**src/rtl/alu_share_arbiter.sv**
```systemverilog
// Round-robin arbiter sharing one combinational ALU among NUM_REQ requesters.
// Each grant captures ALUResult into a one-entry, id-tagged response register.
module alu_share_arbiter #(
   parameter  int DATA_WIDTH    = 32,
   parameter  int OPCODE_LENGTH = 4,
   parameter  int NUM_REQ       = 2,
   localparam int ID_W          = $clog2(NUM_REQ)
) (
   input  logic                                   clk,
   input  logic                                   reset,
   input  logic [NUM_REQ-1:0]                     req_valid,
   output logic [NUM_REQ-1:0]                     req_ready,
   input  logic [NUM_REQ-1:0][DATA_WIDTH-1:0]     req_a,
   input  logic [NUM_REQ-1:0][DATA_WIDTH-1:0]     req_b,
   input  logic [NUM_REQ-1:0][OPCODE_LENGTH-1:0]  req_op,
   output logic [DATA_WIDTH-1:0]                  alu_src_a,
   output logic [DATA_WIDTH-1:0]                  alu_src_b,
   output logic [OPCODE_LENGTH-1:0]               alu_op,
   input  logic [DATA_WIDTH-1:0]                  alu_result,
   output logic                                   resp_valid,
   input  logic                                   resp_ready,
   output logic [DATA_WIDTH-1:0]                  resp_data,
   output logic [ID_W-1:0]                        resp_id
);

   logic                  r_resp_valid;
   logic [DATA_WIDTH-1:0] r_resp_data;
   logic [ID_W-1:0]       r_resp_id;
   logic [ID_W-1:0]       r_last;

   logic                  w_can_accept;
   logic                  w_any;
   logic                  w_grant;
   logic [ID_W-1:0]       w_win;
   logic [ID_W:0]         w_sum;

   assign w_can_accept = !r_resp_valid || resp_ready;

   // Search upward from last_grant+1, wrapping; first valid requester wins.
   always_comb begin
      w_any = 1'b0;
      w_win = '0;
      w_sum = '0;
      for (int k = 1; k <= NUM_REQ; k++) begin
         w_sum = {1'b0, r_last} + (ID_W+1)'(k);
         if (w_sum >= (ID_W+1)'(NUM_REQ))
            w_sum = w_sum - (ID_W+1)'(NUM_REQ);
         if (!w_any && req_valid[w_sum[ID_W-1:0]]) begin
            w_any = 1'b1;
            w_win = w_sum[ID_W-1:0];
         end
      end
   end

   assign w_grant = w_any && w_can_accept && reset;

   assign req_ready = w_grant ? (NUM_REQ'(1) << w_win) : '0;
   assign alu_src_a = w_grant ? req_a[w_win]  : '0;
   assign alu_src_b = w_grant ? req_b[w_win]  : '0;
   assign alu_op    = w_grant ? req_op[w_win] : '0;

   always_ff @(posedge clk) begin
      if (!reset) begin
         r_resp_valid <= 1'b0;
         r_resp_data  <= '0;
         r_resp_id    <= '0;
         r_last       <= ID_W'(NUM_REQ - 1);
      end else if (w_grant) begin
         r_resp_valid <= 1'b1;
         r_resp_data  <= alu_result;
         r_resp_id    <= w_win;
         r_last       <= w_win;
      end else if (r_resp_valid && resp_ready) begin
         r_resp_valid <= 1'b0;
      end
   end

   assign resp_valid = r_resp_valid;
   assign resp_data  = r_resp_data;
   assign resp_id    = r_resp_id;

endmodule
```
**config.mk**
```make
export PLATFORM = sky130hd
export DESIGN_NAME = alu_share_arbiter
export DESIGN_NICKNAME = d
export VERILOG_FILES = /design/src/rtl/alu_share_arbiter.sv
export SDC_FILE = /design/constraint.sdc
export NUM_CORES = 1
export LEC_CHECK = 0
export CORE_AREA = 8 8 100 102
export DETAILED_ROUTE_END_ITERATION = 10
export DIE_AREA = 0 0 108 110
export PLACE_DENSITY = 0.77
export SYNTH_ARGS = -nofsm -noshare
export SYNTH_HDL_FRONTEND = slang
export SYNTH_SLANG_ARGS = --single-unit
```
**constraint.sdc**
```tcl
create_clock -name clk -period 3.42 [get_ports clk]
set_input_delay 1.026 -clock clk [delete_from_list [all_inputs] [get_ports clk]]
set_output_delay 1.026 -clock clk [all_outputs]
set_load 0.02 [all_outputs]
```
==> results.cfg, run 1 <==
[flow_run]
drv_cap = 0

[setup_path]
path_class = input port to output pin
required_ns = 2.39
worstSetupStartpointType = input port
crit_arrival_ns = 2.32
crit_family = buffers and inverters
cpPeakStageDelay_ns = 0.31
path_max_fanout = 9
critPathSlowestCell = a2111oi_4
cp_cell_sequence = clkdlybuf4s15_2, inv_2, a2111oi_4, buf_4, buf_12, buf_12, a22o_1, buf_4
critPathCaptureType = output pin
crit_buf_inv = 6

[finish]
syn_to_final_growth_pct = 161
fillers = 755
drive_gt1_frac = 0.235
fin_nets = 624
final_common_cell = clkdlybuf4s50_1
final_cells = 560
mostFrequentLayoutCells = clkdlybuf4s50_1 (202), a22o_1 (100), buf_4 (37)
diodes = 0

[drt]
dr.pass1.iters = 5
vias = 2707
vias_per_cell = 4.83
post_drt_wl_per_cell_um = 22.1
drc = 0
wirelength_um = 12400
ant_nets = 0
dr.first_iter.drc_count = 120

[floorplanning]
die_area_sq_mm = 0.0119
top_level_ports = 277
initial_core_util = 0.215
core_area_sq_mm = 0.00847
die_height_um = 110
rows = 34
fp.dieW_um = 108

[global_routing]
grt_use_total = 0.187
grt_pass1_vias = 2901
globalRouteOverflowTotal = 0
antenna_found_initial = 0
grt_max_degree = 43
grt_pass1_wl_um = 17300

[sta]
grt_setup_unrepaired = no
fmax_ghz = 0.299
worst_pin_slew_ns = 0.369
slew_headroom = 0.754
finClkSkew_ns = 0.00943
hold_viol = 0
min_period_ns = 3.35
drv_slew = 0
period_share = 0.978
setup_ws_ns = 0.0738
finalSetupViolCount = 0

[power_and_ir_drop]
p_per_area_mw_per_mm2 = 295
p_total_mw = 1.40
vdd_drop_max_mv = 0.222
power.leakage_nw = 2.07

[logic_synthesis]
yosysSeqAreaShare = 0.385
yosysUniqueCellTypes = 16
yosys_warnings = 0
synth_nets = 343
synth_area_sq_mm = 0.00182
yosys.area_share.simple = 0.0117
synth_compound_area_frac = 0.517
syn_avg_cell_area_sq_um = 10.7
synth_mux_area_frac = 0
synth_fa_ha_area_frac = 0
synth_top_family_by_area = compound AO/OA/AOI/OAI gates
synth-seq-cells = 35
synthXorXnorAreaFrac = 0
netlist_instances = 170

[clocking]
clock_latency_ns = 0.29
root_buffer = clkbuf_8
numCtsBuffers = 5
clk_path_buf_depth = 2
cts_tree = done
path_clk_slew_ns = 0.08
cts.htree.levels = 2
clock-sinks = 35

[place]
place_inst = 543
dp_hpwl_um = 9860
globalplace.congestion = 0.869
dp_worst_setup_slack_ns = -0.754
io_buffer_count = 276

[min_path]
hp-class = register to register

[run_status]
outcome = complete, no violations
stage by stage:
stage / utilization / instance area, sq um / hold slack (ns) / setup TNS (ns)
after floorplan: - / 1820 / 0.496 / 0
after global placement: 0.554 / 4690 / 0.437 / -47.70
after detailed placement: 0.554 / 4690 / 0.444 / -49.06
after CTS: 0.566 / 4790 / 0.463 / 0
after global routing: 0.561 / 4750 / 0.497 / 0
final: 0.561 / 4750 / 0.459 / 0
logic make-up (layout without fill, tap and decap cells):
logic type	count (synthesis)	in the layout
AOI/OAI and AO/OA	106	106
buffers and inverters	25	307
DFF	35	35
and+or+nand+nor	4	4
report_power, final:
group          internal (mW)  switching [mW]  total (mW)
combinational          0.370           0.258       0.628
clock                  0.164           0.155       0.319
sequential             0.438          0.0156       0.454
total                  0.972           0.429        1.40
layer usage:
metal / routed length (um) / global-route usage / share of wire
met5: 0 / 0 / 0
met4: 108 / 0.0377 / 0.0087
met3: 1180 / 0.0698 / 0.096
met2: 6530 / 0.337 / 0.53
met1: 4530 / 0.205 / 0.37
layout make-up:
class                           instances  area, sq um  area share
Multi-Input combinational cell        110          970       0.204
Inverter                                3         11.3     0.00237
Timing Repair Buffer                  296         2830       0.597
Sequential cell                        35          701       0.148
Clock inverter                          2         16.3     0.00343
Clock buffer                            6         82.6      0.0174
Tap cell                              108          135      0.0285
what timing repair did:
item | CTS | global route
pin swaps | 4 | 4
endpoints found under the hold margin | 0 | 0
resized for setup | 339 | 5
gates cloned | 4 | 0
hold buffers | 0 | 0
setup buffers | 7 | 0
endpoints found under the setup margin | 70 | 56
final timing paths:
| path | from | to | slack, ns | cells past startpoint |
|---|---|---|---|---|
| max | reset | alu_src_a[23] | 0.07 | 8 |
| min | resp_id | resp_id | 0.46 | 1 |
| max reg2reg | resp_valid | resp_data[25] | 1.88 | 6 |
| min reg2reg | resp_id | resp_id | 0.46 | 1 |
cells in the mapped netlist:
cell type / number / area, sq um
a2111oi_4: 1 / 27.5
dfxtp_1: 35 / 701
a21oi_1: 2 / 10.0
inv_2: 1 / 3.75
o21a_1: 1 / 7.51
nor3_1: 1 / 5.00
nor2b_1: 1 / 6.26
a22o_1: 100 / 876
a21o_1: 1 / 7.51
clkbuf_1: 7 / 26.3
nor2_1: 1 / 3.75
nand2b_1: 1 / 6.26
buf_2: 8 / 40.0
buf_6: 7 / 78.8
inv_1: 2 / 7.51
o2111a_1: 1 / 11.3
sequential cells by signal, summed over array words and instances, names as in the netlist:
name,cells
resp_data,32
r_last,1
resp_id,1
resp_valid,1
Note: power is estimated with default switching activity, not from simulation.
==> run 2: changes to the inputs <==
--- a/config.mk
+++ b/config.mk
@@ -9,6 +9,7 @@
 export DETAILED_ROUTE_END_ITERATION = 10
 export DIE_AREA = 0 0 108 110
 export PLACE_DENSITY = 0.77
+export SETUP_SLACK_MARGIN = 0.5
 export SYNTH_ARGS = -nofsm -noshare
 export SYNTH_HDL_FRONTEND = slang
 export SYNTH_SLANG_ARGS = --single-unit
==> run 2 against run 1 <==
  * Worst setup slack got worse by 0.026 ns
  * Hold slack improved by 0.0030 ns
  * Sequential power about the same
  * Critical path depth increased by 1
  * Sequential cell count unchanged
  * Clock power increased by 16%
  * Highest routed layer unchanged
  * Maximum frequency decreased by 0.78%
==> results.cfg, run 2 (same netlist as run 1, synthesis figures left out) <==
[drt]
dr.first_iter.drc_count = 113
ant_nets = 0
dr.pass1.iters = 4
post_drt_wl_per_cell_um = 22.8
vias = 2899
drc = 0
vias_per_cell = 4.81
wirelength_um = 13700

[place]
dp_hpwl_um = 10700
io_buffer_count = 276
globalplace.congestion = 0.737
dp_worst_setup_slack_ns = -0.849
place_inst = 551

[floorplanning]
top_level_ports = 277
die_height_um = 110
initial_core_util = 0.215
core_area_sq_mm = 0.00847
die_area_sq_mm = 0.0119
rows = 34
fp.dieW_um = 108

[clocking]
path_clk_slew_ns = 0.07
cts_tree = done
cts.htree.levels = 2
clock-sinks = 35
hold_buffers = 0
clk_path_buf_depth = 2
root_buffer = clkbuf_8
clock_latency_ns = 0.28
numCtsBuffers = 5

[global_routing]
grt_pass1_wl_um = 19200
grt_use_total = 0.210
antenna_found_initial = 1
grt_pass1_vias = 3323
globalRouteOverflowTotal = 0
grt_max_degree = 34

[min_path]
hp-class = register to register
hold_path_depth = 1

[setup_path]
worstSetupStartpointType = input port
critPathCaptureType = output pin
required_ns = 2.39
reg2reg_depth = 6
path_max_fanout = 6
path_class = input port to output pin
crit_arrival_ns = 2.35

[sta]
period_share = 0.986
drv_slew = 0
hold_viol = 0
worst_pin_slew_ns = 0.355
finalSetupViolCount = 0
grt_setup_unrepaired = yes
min_period_ns = 3.37
slew_headroom = 0.763
setup_ws_ns = 0.0475
fmax_ghz = 0.297
finClkSkew_ns = 0.00693

[finish]
syn_to_final_growth_pct = 228
drive_gt1_frac = 0.350
largest_register_ff_count = 32
final_common_cell = clkdlybuf4s50_1
fin_nets = 666
mostFrequentLayoutCells = clkdlybuf4s50_1 (202), buf_6 (87), a22o_1 (77)
final_cells = 603

[run_status]
outcome = complete, no violations

[power_and_ir_drop]
vdd_drop_max_mv = 0.137
p_per_area_mw_per_mm2 = 275
power.leakage_nw = 2.60

[flow_run]
drv_cap = 0
## run 2: worst paths after layout
kind,endpoint,start,slack (ns)
hold reg to reg,resp_id,resp_id,0.46
hold / removal,resp_id,resp_id,0.46
setup reg to reg,resp_data[8],resp_valid,1.88
setup / recovery,alu_op[1],req_valid[0],0.05
## run 2: repair_timing
item	4_1_cts	5_1_grt
endpoints found under the hold margin	0	0
cloned	10	0
buffers inserted	29	4
pin swaps	28	19
resized for setup	410	54
endpoints found under the setup margin	70	70
## run 2: power breakdown
part | internal, mW | switching [mW] | total (mW)
logic | 0.508 | 0.308 | 0.817
clock network | 0.217 | 0.152 | 0.369
registers | 0.438 | 0.0155 | 0.454
## run 2: metal layers
metal	global-route usage	part of all wire
met4	0.0605	0.016
met5	0	0
met2	0.382	0.54
met1	0.221	0.36
met3	0.0802	0.093
## run 2: per-stage QoR
stage               total power [mW]  area [sq um]  setup TNS (ns)  utilization  hold WS [ns]
global route                    1.71          5970         -0.0537        0.705         0.490
detailed placement              1.14          5000          -52.40        0.590         0.446
floorplan                      0.716          1990               0            -         0.496
finish                          1.64          5970               0        0.705         0.462
CTS                             1.62          5810               0        0.686         0.462
global placement                1.13          5000          -49.77        0.590         0.433
## run 2: cell type report
| cell class | instances | area, sq um |
|---|---|---|
| timing repair buffer | 338 | 3820 |
| fill | 600 | 2490 |
| multi-input combinational | 110 | 1180 |
| sequential | 35 | 701 |
| tap | 108 | 135 |
| clock buffer | 5 | 68.8 |
| clock inverter | 3 | 43.8 |
| inverter | 3 | 23.8 |
| antenna | 1 | 2.50 |
## run 2: critical path: stages
cell and delay [ns]:
buf_8 0.08, inv_6 0.03, buf_6 0.10, o2111a_2 0.29, buf_12 0.16, buf_12 0.13
buf_16 0.13, a22o_4 0.26, buf_12 0.13
